### config.mk
export PLATFORM = sky130hd
export DESIGN_NAME = register_f_flag_reader_flat
export DESIGN_NICKNAME = d
export VERILOG_FILES = /design/src/rtl/register_f_flag_reader_if.sv /design/src/rtl/register_f_flag_reader.sv /design/src/flat_wrapper.sv
export SDC_FILE = /design/constraint.sdc
export NUM_CORES = 1
export LEC_CHECK = 0
export CAP_MARGIN = 20
export CORE_ASPECT_RATIO = 1.25
export CORE_MARGIN = 2
export CORE_UTILIZATION = 43
export DETAILED_ROUTE_END_ITERATION = 10
export PLACE_DENSITY_LB_ADDON = 0.2
export SKIP_CTS_REPAIR_TIMING = 1
export SLEW_MARGIN = 20
export SYNTH_ARGS = -nofsm -noshare
export SYNTH_HDL_FRONTEND = slang
export SYNTH_SLANG_ARGS = --single-unit
### constraint.sdc
create_clock -name i_clk -period 4.11 [get_ports i_clk]
set_input_delay 0.411 -clock i_clk [delete_from_list [all_inputs] [get_ports i_clk]]
set_output_delay 0.411 -clock i_clk [all_outputs]
set_load 0.01 [all_outputs]
### src/rtl/register_f_flag_reader_if.sv
// ---------------------------------------------------------------------------
// register_f_flag_reader_if
// Purpose : bundles the flag inputs, the sequencer request and the decision
//           outputs of register_f_flag_reader into one port.
// Signals :
//   f_s, f_z, f_pv, f_c  registered S/Z/PV/C flags from register F
//   start                1-cycle request from the sequencer
//   kind[1:0]            00 cond code, 01 LD rpt, 10 CP rpt, 11 IN/OT rpt
//   cc[2:0]              condition code (NZ,Z,NC,C,PO,PE,P,M)
//   abort                flush request, wins over start
//   busy                 high whenever the reader is not idle
//   done                 1-cycle pulse, decision valid
//   taken                decision, held until the next done
//   pc_rewind            1-cycle pulse with done when a block op repeats
//   repeat_count         repeated iterations of the current block op
// Modports: master = sequencer / flag side, slave = the flag reader.
// ---------------------------------------------------------------------------
interface register_f_flag_reader_if #(
  parameter int COUNT_W = 16
);
  logic               f_s;
  logic               f_z;
  logic               f_pv;
  logic               f_c;
  logic               start;
  logic [1:0]         kind;
  logic [2:0]         cc;
  logic               abort;
  logic               busy;
  logic               done;
  logic               taken;
  logic               pc_rewind;
  logic [COUNT_W-1:0] repeat_count;

  modport master (
    output f_s, f_z, f_pv, f_c, start, kind, cc, abort,
    input  busy, done, taken, pc_rewind, repeat_count
  );

  modport slave (
    input  f_s, f_z, f_pv, f_c, start, kind, cc, abort,
    output busy, done, taken, pc_rewind, repeat_count
  );
endinterface

### src/rtl/register_f_flag_reader.sv
// ---------------------------------------------------------------------------
// register_f_flag_reader
// Purpose : consumer side of the F flag register. On a sequencer request it
//           waits SETTLE_CYCLES, samples S/Z/PV/C and returns either a
//           taken/not-taken decision for the eight condition codes or a
//           repeat/finish decision for block instructions (LDxR, CPxR,
//           INxR, OTxR), with a PC rewind pulse on repeat.
// Parameters:
//   SETTLE_CYCLES  wait cycles between request and flag sample (0..3)
//   COUNT_W        width of the block-repeat iteration counter
// Ports   :
//   i_clk   system clock, rising edge
//   i_rst   asynchronous active-high reset
//   io_bus  register_f_flag_reader_if.slave (flags, request, decision)
// Configuration macro:
//   REGISTER_F_REPEAT_COUNT_EN  defined -> repeat_count counter present;
//                               undefined -> repeat_count tied to 0.
// ---------------------------------------------------------------------------
module register_f_flag_reader #(
  parameter int SETTLE_CYCLES = 1,
  parameter int COUNT_W       = 16
) (
  input  logic                    i_clk,
  input  logic                    i_rst,
  register_f_flag_reader_if.slave io_bus
);

  typedef enum logic [1:0] {
    S_IDLE   = 2'd0,
    S_SETTLE = 2'd1,
    S_EVAL   = 2'd2,
    S_DONE   = 2'd3
  } state_t;

  // Counter load value: the last SETTLE cycle is the one where the count is 0.
  localparam logic [1:0] SETTLE_LOAD = 2'((SETTLE_CYCLES > 0) ? SETTLE_CYCLES - 1 : 0);

  state_t     r_state;
  state_t     w_state_next;
  logic [1:0] r_settle_cnt;
  logic [1:0] w_settle_next;
  logic       w_latch;
  logic       w_eval;

  logic [1:0] r_kind;
  logic [2:0] r_cc;
  logic       r_taken;
  logic       r_pc_rewind;

  logic [3:0] w_flag_sel;
  logic [7:0] w_cc_table;
  logic       w_is_block;
  logic       w_repeat;
  logic       w_decision;

  // -------------------------------------------------------------------------
  // Condition-code table. Codes come in pairs on the same flag: the even
  // code is the "not set" test, the odd code the "set" test.
  // -------------------------------------------------------------------------
  assign w_flag_sel = {io_bus.f_s, io_bus.f_pv, io_bus.f_c, io_bus.f_z};

  genvar gi;
  generate
    for (gi = 0; gi < 8; gi++) begin : g_cc
      assign w_cc_table[gi] = w_flag_sel[gi / 2] ^ ((gi % 2) == 0);
    end
  endgenerate

  assign w_is_block = (r_kind != 2'b00);

  always_comb begin
    w_repeat = 1'b0;
    case (r_kind)
      2'b01:   w_repeat = io_bus.f_pv;
      2'b10:   w_repeat = io_bus.f_pv & ~io_bus.f_z;
      2'b11:   w_repeat = ~io_bus.f_z;
      default: w_repeat = 1'b0;
    endcase
  end

  assign w_decision = w_is_block ? w_repeat : w_cc_table[r_cc];

  // -------------------------------------------------------------------------
  // FSM: state register
  // -------------------------------------------------------------------------
  always_ff @(posedge i_clk or posedge i_rst) begin
    if (i_rst) begin
      r_state      <= S_IDLE;
      r_settle_cnt <= 2'd0;
    end else begin
      r_state      <= w_state_next;
      r_settle_cnt <= w_settle_next;
    end
  end

  // -------------------------------------------------------------------------
  // FSM: next state. Abort overrides everything, including a pending start
  // and the evaluation edge, so no decision state is touched on abort.
  // -------------------------------------------------------------------------
  always_comb begin
    w_state_next  = r_state;
    w_settle_next = r_settle_cnt;
    w_latch       = 1'b0;
    w_eval        = 1'b0;
    if (io_bus.abort) begin
      w_state_next = S_IDLE;
    end else begin
      case (r_state)
        S_IDLE: begin
          if (io_bus.start) begin
            w_latch       = 1'b1;
            w_settle_next = SETTLE_LOAD;
            w_state_next  = (SETTLE_CYCLES == 0) ? S_EVAL : S_SETTLE;
          end
        end
        S_SETTLE: begin
          if (r_settle_cnt == 2'd0) begin
            w_state_next = S_EVAL;
          end else begin
            w_settle_next = r_settle_cnt - 2'd1;
          end
        end
        S_EVAL: begin
          w_eval       = 1'b1;
          w_state_next = S_DONE;
        end
        S_DONE: begin
          w_state_next = S_IDLE;
        end
        default: begin
          w_state_next = S_IDLE;
        end
      endcase
    end
  end

  // -------------------------------------------------------------------------
  // Request latch and decision registers. The decision is captured on the
  // EVAL -> DONE edge so it is visible together with done.
  // -------------------------------------------------------------------------
  always_ff @(posedge i_clk or posedge i_rst) begin
    if (i_rst) begin
      r_kind      <= 2'b00;
      r_cc        <= 3'd0;
      r_taken     <= 1'b0;
      r_pc_rewind <= 1'b0;
    end else begin
      if (w_latch) begin
        r_kind <= io_bus.kind;
        r_cc   <= io_bus.cc;
      end
      if (w_eval) begin
        r_taken <= w_decision;
      end
      r_pc_rewind <= w_eval & w_is_block & w_repeat;
    end
  end

  // -------------------------------------------------------------------------
  // Block-repeat iteration counter
  // -------------------------------------------------------------------------
`ifdef REGISTER_F_REPEAT_COUNT_EN
  logic [COUNT_W-1:0] r_repeat_count;

  always_ff @(posedge i_clk or posedge i_rst) begin
    if (i_rst) begin
      r_repeat_count <= '0;
    end else if (w_eval && w_is_block) begin
      if (w_repeat) begin
        // Saturate rather than wrap so a long block op never looks fresh.
        if (~&r_repeat_count) begin
          r_repeat_count <= r_repeat_count + COUNT_W'(1);
        end
      end else begin
        r_repeat_count <= '0;
      end
    end
  end

  assign io_bus.repeat_count = r_repeat_count;
`else
  assign io_bus.repeat_count = '0;
`endif

  assign io_bus.busy      = (r_state != S_IDLE);
  assign io_bus.done      = (r_state == S_DONE);
  assign io_bus.taken     = r_taken;
  assign io_bus.pc_rewind = r_pc_rewind;

endmodule

### src/flat_wrapper.sv
// flat-port wrapper written by rule: the top's interface ports become plain ports
module register_f_flag_reader_flat 
#(
  parameter int SETTLE_CYCLES = 1,
  parameter int COUNT_W       = 16
)
  (i_clk, i_rst, io_bus_f_s, io_bus_f_z, io_bus_f_pv, io_bus_f_c, io_bus_start, io_bus_kind, io_bus_cc, io_bus_abort, io_bus_busy, io_bus_done, io_bus_taken, io_bus_pc_rewind, io_bus_repeat_count);
  register_f_flag_reader_if #(.COUNT_W(COUNT_W)) io_bus_i ();
  input  logic i_clk;
  input  logic i_rst;
  input wire logic [$bits(io_bus_i.f_s)-1:0] io_bus_f_s;
  input wire logic [$bits(io_bus_i.f_z)-1:0] io_bus_f_z;
  input wire logic [$bits(io_bus_i.f_pv)-1:0] io_bus_f_pv;
  input wire logic [$bits(io_bus_i.f_c)-1:0] io_bus_f_c;
  input wire logic [$bits(io_bus_i.start)-1:0] io_bus_start;
  input wire logic [$bits(io_bus_i.kind)-1:0] io_bus_kind;
  input wire logic [$bits(io_bus_i.cc)-1:0] io_bus_cc;
  input wire logic [$bits(io_bus_i.abort)-1:0] io_bus_abort;
  output wire logic [$bits(io_bus_i.busy)-1:0] io_bus_busy;
  output wire logic [$bits(io_bus_i.done)-1:0] io_bus_done;
  output wire logic [$bits(io_bus_i.taken)-1:0] io_bus_taken;
  output wire logic [$bits(io_bus_i.pc_rewind)-1:0] io_bus_pc_rewind;
  output wire logic [$bits(io_bus_i.repeat_count)-1:0] io_bus_repeat_count;
  assign io_bus_i.f_s = io_bus_f_s;
  assign io_bus_i.f_z = io_bus_f_z;
  assign io_bus_i.f_pv = io_bus_f_pv;
  assign io_bus_i.f_c = io_bus_f_c;
  assign io_bus_i.start = io_bus_start;
  assign io_bus_i.kind = io_bus_kind;
  assign io_bus_i.cc = io_bus_cc;
  assign io_bus_i.abort = io_bus_abort;
  assign io_bus_busy = io_bus_i.busy;
  assign io_bus_done = io_bus_i.done;
  assign io_bus_taken = io_bus_i.taken;
  assign io_bus_pc_rewind = io_bus_i.pc_rewind;
  assign io_bus_repeat_count = io_bus_i.repeat_count;
  register_f_flag_reader #(.SETTLE_CYCLES(SETTLE_CYCLES), .COUNT_W(COUNT_W)) u_core (.i_clk(i_clk), .i_rst(i_rst), .io_bus(io_bus_i));
endmodule
==> results.json, run 1 <==
{
  "status": "completed",
  "cellLeakagePower_nw": 0.401,
  "fmax_ghz": 0.495,
  "insertion_delay_ns": 0.28,
  "pre_cts_slack_ns": 2.10,
  "rsz0062_at_grt": "no",
  "ios": 33,
  "maxSlewHeadroom_pct": 58.1,
  "h-tree-depth": 1,
  "cts_root_buffer": "clkbuf_4",
  "postLayoutSetupSlackWorst_ns": 2.09,
  "die_h_um": 49.4,
  "antenna_found_initial": 0,
  "grt_usage_pct": 13.7,
  "synthesis.area_um2": 708,
  "grt_pass1_wl_um": 1790,
  "path_cells": "inv_1 -> ha_1 -> inv_1 -> clkdlybuf4s50_1",
  "setup_tns_ns": 0,
  "numCtsBuffers": 3,
  "p_total_mw": 0.495,
  "yosys_warnings": 0,
  "diodes": 0,
  "grt_overflow": 0,
  "grt_max_degree": 12,
  "cp-end-kind": "output pin",
  "ys_seq_area_share_pct": 38.9,
  "finalCriticalPeriod_ns": 2.02,
  "critical_path.top_delay_family": "buffers and inverters",
  "fin_crit_sh_pct": 49.2,
  "design.core.area_mm2": 0.00156,
  "clock_skew_ns": 0.00811,
  "setup_violations": 0,
  "hold_slack_ns": 0.414,
  "r2r_start": "u_core.r_state[0]$_DFFE_PP0P_",
  "io_buffers": 16,
  "drive_gt1_share_pct": 10.0,
  "ys_types": 20,
  "drt-total-wl_um": 1140,
  "start_util_pct": 45.4,
  "dp_hpwl_um": 947,
  "synth_cells": 71,
  "critical-path-max-stage-delay_ns": 0.53,
  "slew_violations": 0,
  "hold_path_class": "input port to async pin",
  "cts.sinks": 11,
  "p_per_area_mw_per_mm2": 580,
  "drv_cap": 0,
  "numPlacedInstances": 104,
  "tightestPinTransition_ns": 0.626,
  "fp.dieW_um": 40.3,
  "cp_data_required_time_ns": 3.70,
  "path_max_fanout": 5,
  "hold_viol_final": 0,
  "clk_pin_slew_ns": 0.07,
  "die-area_mm2": 0.00199,
  "placed_area_um2": 827,
  "wire_per_inst_um": 10.6,
  "ir_drop_mv": 0.307,
  "design_area_um2": 853,
  "synth_seq_cells": 11,
  "cts_tree": "yes",
  "vias_per_cell": 4.53,
  "initialDrtViolationCount": 2,
  "syn2layout_area_growth_pct": 20.5,
  "vias": 489,
  "cts.path.max_buffers": 2,
  "nNetsFinal": 109,
  "dr.pass1.iters": 3,
  "avgSynthCellArea_um2": 9.97,
  "critPathKind": "register to output pin",
  "cp-start-kind": "register",
  "crit_path_top_delay_cell": "clkdlybuf4s50_1",
  "drc": 0,
  "grt_pass1_vias": 424,
  "crit_arrival_ns": 1.61,
  "final_core_util_pct": 54.6,
  "startpoint": "u_core.r_state[0]$_DFFE_PP0P_",
  "crit_buf_inv": 3,
  "crit_top_cell": "inv_1",
  "gp_congestion": 0.737,
  "stdcell_count": 108,
  "fp-row-count": 16,
  "final_antenna_net_count": 0
}
[synth_stat cells]
cell type  number  share of area (%)
nand3_1         1               0.71
inv_1           6                3.2
a31oi_1         1               0.88
xor2_1          1                1.2
buf_4          16                 17
nand3b_1        2                2.1
nor2b_1         4                3.5
a21oi_1         1               0.71
dfrtp_1        11                 39
nor3_1          2                1.4
a2111oi_1       1                1.4
or3_1           1               0.88
nor2_1          8                4.2
ha_1            5                8.8
mux2i_1         1                1.4
mux2_2          5                7.9
conb_1          1               0.53
nand2_1         1               0.53
o21ai_0         2                1.4
mux4_2          1                3.2
[power breakdown]
group	switching [mW]	internal, mW
combinational	0.104	0.124
clock	0.0386	0.0377
sequential	0.0355	0.155
[registers in the layout (all words and copies together) (netlist names)]
register                 cells
u_core.io_bus.taken          1
u_core.r_kind                2
u_core.io_bus.pc_rewind      1
u_core.r_state               2
u_core.r_cc                  3
u_core.r_settle_cnt          2
[cell families (layout without fill, tap and decap cells)]
logic type | Yosys count | count (layout) | share of synthesized area, %
simple gates | 19 | 19 | 13.4
flops | 11 | 11 | 38.9
other cells | 1 | 16 | 0.530
xor+xnor | 1 | 1 | 1.24
buf+inv | 22 | 26 | 20.1
fa+ha+maj | 5 | 5 | 8.83
mux | 7 | 7 | 12.5
compound gates | 5 | 5 | 4.42
[cells in the final DEF (no fill, tap or decap), types with 2 or more instances in the layout]
cell / count
nor2b_1: 4
nand3b_1: 2
ha_1: 5
clkbuf_4: 3
conb_1: 16
mux2_2: 5
inv_1: 6
nor2_1: 8
clkdlybuf4s50_1: 16
o21ai_0: 2
nor3_1: 2
dfrtp_1: 11
[layout make-up]
cell class                 count  area [µm²]
tap                           18        22.5
clock buffer                   4        26.3
fill                         148         708
timing repair buffer          16         160
sequential                    11         275
inverter                       6        22.5
multi-input combinational     53         347
[routing by layer]
metal,share of wire (%),track usage [%]
met3,6.9,4.57
met2,50,19.4
met5,0,0
met1,40,16.4
met4,3.5,10.0
[worst reg2reg max path: stages (launching register included)]
cell,delay [ns]
dfrtp_1,0.41
inv_1,0.08
ha_1,0.25
nor2b_1,0.16
a2111oi_1,0.57
nand3b_1,0.13
o21ai_0,0.10
[worst paths after layout]
check                      depth (start not counted)  slack (ns)                                 end
setup / recovery                                   4        2.09                         io_bus_busy
hold / removal                                     2        0.41  u_core.r_settle_cnt[0]$_DFFE_PP0P_
setup reg to reg                                   6        2.35  u_core.r_settle_cnt[1]$_DFFE_PP0P_
hold reg to reg                                    1        0.54          u_core.r_cc[2]$_DFFE_PP0P_
max in group asynchronous                          2        3.40          u_core.r_cc[1]$_DFFE_PP0P_
min in group i_clk                                 1        0.54          u_core.r_cc[2]$_DFFE_PP0P_
(Power assumes the default switching activity.)
==> inputs of run 2 (changes only) <==
CORE_UTILIZATION = 40   (was 43)
clock period = 2.1 ns   (was 4.11 ns; I/O delays follow)
==> run 2 against run 1 <==
Cell area increased by 0.15%. Combinational power increased by 96%. Sequential cell count unchanged. Die area increased by 6.8%. Global-route usage decreased by 1.7 points. Critical endpoint unchanged. Via count decreased by 1.6%. Sequential share of layout area about the same. Critical path depth unchanged. Sequential power increased by 93%. Core utilization decreased by 5.0 points. Routed wire length decreased by 4.8%.
==> results.json, run 2 (synthesis results as in run 1) <==
{
  "startpoint": "u_core.r_state[0]$_DFFE_PP0P_",
  "fmax_ghz": 0.556,
  "vias": 481,
  "cp-start-kind": "register",
  "cp_data_required_time_ns": 1.89,
  "register_area_um2": 275,
  "slew_violations": 0,
  "numPlacedInstances": 105,
  "drt-total-wl_um": 1090,
  "gp_congestion": 0.812,
  "grt_pass1_wl_um": 1790,
  "die-area_mm2": 0.00213,
  "numCtsBuffers": 3,
  "crit_arrival_ns": 1.59,
  "fin_crit_sh_pct": 85.7,
  "h-tree-depth": 1,
  "syn2layout_area_growth_pct": 20.7,
  "cellLeakagePower_nw": 0.401,
  "insertion_delay_ns": 0.28,
  "grt_usage_pct": 12.0,
  "r2r_slack_ns": 0.33,
  "crit_buf_inv": 3,
  "drive_gt1_share_pct": 10.0,
  "wire_per_inst_um": 9.95,
  "path_depth": 4,
  "largest_reg_flops": 3,
  "cts_root_buffer": "clkbuf_4",
  "clock_skew_ns": 0.00716,
  "path_cells": "inv_1 -> ha_1 -> inv_1 -> clkdlybuf4s50_1",
  "hold_path_class": "input port to async pin",
  "initialDrtViolationCount": 3,
  "path_max_fanout": 5,
  "critical-path-max-stage-delay_ns": 0.52,
  "vias_per_cell": 4.41,
  "setup_tns_ns": 0,
  "final_antenna_net_count": 0,
  "stdcell_count": 109,
  "critical_path.top_delay_family": "buffers and inverters",
  "ir_drop_mv": 0.523,
  "cts_tree": "yes",
  "critPathCapture": "io_bus_busy",
  "r2r_start": "u_core.r_state[0]$_DFFE_PP0P_",
  "critPathKind": "register to output pin",
  "clk_pin_slew_ns": 0.08,
  "layout_common_cells": "conb_1 (16), clkdlybuf4s50_1 (16), dfrtp_1 (11)",
  "nFillCells": 181,
  "grt_max_degree": 12,
  "diodes": 0,
  "grt_overflow": 0,
  "start_util_pct": 41.1,
  "hold_viol_final": 0,
  "io_buffers": 16,
  "antenna_found_initial": 0,
  "crit_top_cell": "inv_1",
  "drv_cap": 0,
  "status": "completed",
  "rsz0062_at_grt": "no",
  "dp_hpwl_um": 895,
  "r2r_cells": 5,
  "setup_violations": 0,
  "design.core.area_mm2": 0.00172,
  "finalCriticalPeriod_ns": 1.80,
  "dr.pass1.iters": 4,
  "maxSlewHeadroom_pct": 57.3,
  "die_h_um": 51.0,
  "fp.dieW_um": 41.6,
  "fp-row-count": 17,
  "top_register": "u_core.r_cc",
  "ios": 33,
  "cts.sinks": 11,
  "r2r-end": "u_core.r_settle_cnt[1]$_DFFE_PP0P_",
  "grt_pass1_vias": 427,
  "multi_input_area_um2": 347,
  "tightestPinTransition_ns": 0.639,
  "drc": 0,
  "nNetsFinal": 109,
  "crit_path_top_delay_cell": "clkdlybuf4s50_1",
  "cp-end-kind": "output pin",
  "p_per_area_mw_per_mm2": 1130,
  "cts.path.max_buffers": 2
}
==> run 2: cell counts in the layout (fill, tap and decap cells not counted) <==
Identical to the previous run, type by type.
==> run 2: how the worst min path moves through the flow <==
stage	from	endpoint	slack [ns]
after global routing	i_rst	u_core.r_settle_cnt[0]$_DFFE_PP0P_	0.26
after global placement	u_core.r_cc[2]$_DFFE_PP0P_	u_core.r_cc[2]$_DFFE_PP0P_	0.51
after detailed placement	u_core.r_cc[2]$_DFFE_PP0P_	u_core.r_cc[2]$_DFFE_PP0P_	0.52
after CTS	i_rst	u_core.io_bus.pc_rewind$_DFF_PP0_	0.23
after floorplan	i_rst	u_core.io_bus.pc_rewind$_DFF_PP0_	0.06
final	i_rst	u_core.io_bus.taken$_DFFE_PP0P_	0.22
==> run 2: cell type report <==
class                           instances  share of cell area (%)
Clock buffer                            4                    3.07
Sequential cell                        11                    32.2
Tap cell                               19                    2.78
Timing Repair Buffer                   16                    18.7
Multi-Input combinational cell         53                    40.6
Inverter                                6                    2.64
==> run 2: through the flow <==
stage               cell area (µm²)  utilization, %  hold WS (ns)  worst slack [ns]  total power [mW]
global route                    855            49.6         0.264             0.150              1.06
floorplan                       764               -        0.0624             0.531             0.703
global placement                828            48.1         0.511             0.344             0.807
CTS                             855            49.6         0.230             0.273             0.980
detailed placement              828            48.1         0.517             0.320             0.824
finish                          855            49.6         0.215             0.301             0.963
==> run 2: per-layer routing <==
metal  GRT usage, %  up-vias  share of wire [%]
met5              0        -                  0
met4           11.3        0                3.8
li1               -      240                  -
met3           4.95        5                6.2
met2           18.5       18                 50
met1           12.1      218                 40
==> run 2: power breakdown <==
| part | switching, mW | internal, mW |
|---|---|---|
| Clock | 0.0755 | 0.0737 |
| Combinational | 0.203 | 0.243 |
| Sequential | 0.0639 | 0.304 |
==> inputs of run 3 (changes only) <==
CORE_ASPECT_RATIO = not set   (was 1.25)
REMOVE_ABC_BUFFERS = 1   (was not set)
==> run 3 against run 2 <==
Maximum frequency up 0.36%. Hold slack better by 0.015 ns. Cell count down 1.8%. Via count down 4.6%. Clock power down 4%. Core utilization up 0.84 points. Power down 1.2%. Clock skew down 0.0050 ns. Clock-buffer cell count unchanged. Critical endpoint is now u_core.r_settle_cnt[1]$_DFFE_PP0P_. Largest power group unchanged. Highest routed layer unchanged.
==> results.json, run 3 (synthesis results as in run 1) <==
{
  "ir_drop_mv": 0.492,
  "wire_per_inst_um": 9.60,
  "vias_per_cell": 4.29,
  "design.core.area_mm2": 0.00169,
  "crit_path_top_delay_cell": "a2111oi_1",
  "initialDrtViolationCount": 2,
  "cts.sinks": 11,
  "fmax_ghz": 0.558,
  "grt_max_degree": 12,
  "tightestPinTransition_ns": 0.647,
  "antenna_found_initial": 0,
  "power_frac_seq_pct": 38.6,
  "clkPwrFrac_pct": 15.0,
  "syn2layout_area_growth_pct": 20.3,
  "cp-end-kind": "register",
  "path_max_fanout": 5,
  "vias": 459,
  "fp.dieW_um": 46.1,
  "postLayoutSetupSlackWorst_ns": 0.308,
  "cp-start-kind": "register",
  "fp-row-count": 15,
  "hold_path_class": "input port to async pin",
  "io_buffers": 16,
  "final_core_util_pct": 50.4,
  "p_int_mw": 0.621,
  "clk_pin_slew_ns": 0.07,
  "diodes": 0,
  "power.share.switching_pct": 34.7,
  "grt_pass1_vias": 397,
  "grt_usage_pct": 11.9,
  "insertion_delay_ns": 0.26,
  "clock_skew_ns": 0.00221,
  "nNetsFinal": 109,
  "drc": 0,
  "final_antenna_net_count": 0,
  "fin_crit_sh_pct": 85.3,
  "numPlacedInstances": 103,
  "cts.path.max_buffers": 2,
  "p_per_area_mw_per_mm2": 1120,
  "critical-path-max-stage-delay_ns": 0.58,
  "layout_common_cells": "conb_1 (16), clkdlybuf4s50_1 (16), dfrtp_1 (11)",
  "hold_viol_final": 0,
  "maxSlewHeadroom_pct": 56.7,
  "crit_buf_inv": 1,
  "cp_data_required_time_ns": 2.29,
  "crit_arrival_ns": 1.98,
  "hold_slack_ns": 0.230,
  "top_register": "u_core.r_cc",
  "cts_root_buffer": "clkbuf_4",
  "design_area_um2": 852,
  "p_switching_mw": 0.330,
  "rsz0062_at_grt": "no",
  "pre_cts_slack_ns": 0.306,
  "path_cells": "inv_1 -> ha_1 -> nor2b_1 -> a2111oi_1 -> nand3b_1 -> o21ai_0",
  "numCtsBuffers": 3,
  "dp_hpwl_um": 846,
  "largest_reg_flops": 3,
  "critical_path.top_delay_family": "compound AO/OA/AOI/OAI gates",
  "setup_tns_ns": 0,
  "finalCriticalPeriod_ns": 1.79,
  "start_util_pct": 41.9,
  "grt_pass1_wl_um": 1700,
  "drt-total-wl_um": 1030,
  "die-area_mm2": 0.00212,
  "p_total_mw": 0.951,
  "gp_congestion": 0.734,
  "cts_tree": "yes",
  "critPathKind": "register to register",
  "combPwrFrac_pct": 46.4,
  "h-tree-depth": 1,
  "drive_gt1_share_pct": 10.0,
  "status": "completed",
  "slew_violations": 0,
  "stdcell_count": 107,
  "setup_violations": 0,
  "drv_cap": 0,
  "placed_area_um2": 826,
  "ios": 33,
  "grt_overflow": 0,
  "cellLeakagePower_nw": 0.401,
  "die_h_um": 46.1,
  "dr.pass1.iters": 4
}
-- run 3: power by group through the flow --
| stage | registers, mW | logic (mW) | clock network (mW) |
|---|---|---|---|
| 3_5_place_dp | 0.374 | 0.446 | 0 |
| 5_1_grt | 0.383 | 0.503 | 0.159 |
| 2_1_floorplan | 0.363 | 0.318 | 0 |
| 4_1_cts | 0.370 | 0.446 | 0.149 |
| 6_report | 0.367 | 0.441 | 0.143 |
| 3_3_place_gp | 0.375 | 0.436 | 0 |
-- run 3: path summary, 6_finish.rpt --
path / from / endpoint / slack (ns) / cells past startpoint
setup / recovery: u_core.r_state[0]$_DFFE_PP0P_ / u_core.r_settle_cnt[1]$_DFFE_PP0P_ / 0.31 / 6
hold / removal: i_rst / u_core.r_kind[1]$_DFFE_PP0P_ / 0.23 / 2
setup reg to reg: u_core.r_state[0]$_DFFE_PP0P_ / u_core.r_settle_cnt[1]$_DFFE_PP0P_ / 0.31 / 6
hold reg to reg: u_core.r_cc[2]$_DFFE_PP0P_ / u_core.r_cc[2]$_DFFE_PP0P_ / 0.53 / 1
max in group asynchronous: i_rst / u_core.r_state[0]$_DFFE_PP0P_ / 1.58 / 2
min in group i_clk: u_core.r_cc[2]$_DFFE_PP0P_ / u_core.r_cc[2]$_DFFE_PP0P_ / 0.53 / 1
-- run 3: final cells by class --
class	count	area, µm²
clock buffer	4	26.3
sequential	11	275
timing repair buffer	16	160
multi-input combinational	53	347
fill	156	837
inverter	6	22.5
tap	17	21.3
-- run 3: worst reg2reg max path, stage by stage, from the launching register on --
cell and delay, ns:
dfrtp_1 0.40, inv_1 0.08, ha_1 0.25, nor2b_1 0.16, a2111oi_1 0.58, nand3b_1 0.14, o21ai_0 0.10
-- run 3: layer usage --
layer | up-vias | GRT usage, % | wire, µm | part of all wire, %
met5 | - | 0 | 0 | 0
met4 | 0 | 5.14 | 11 | 1.1
met3 | 2 | 5.88 | 60 | 5.8
met2 | 14 | 16.9 | 467 | 45
met1 | 204 | 15.0 | 487 | 47
li1 | 239 | - | - | -
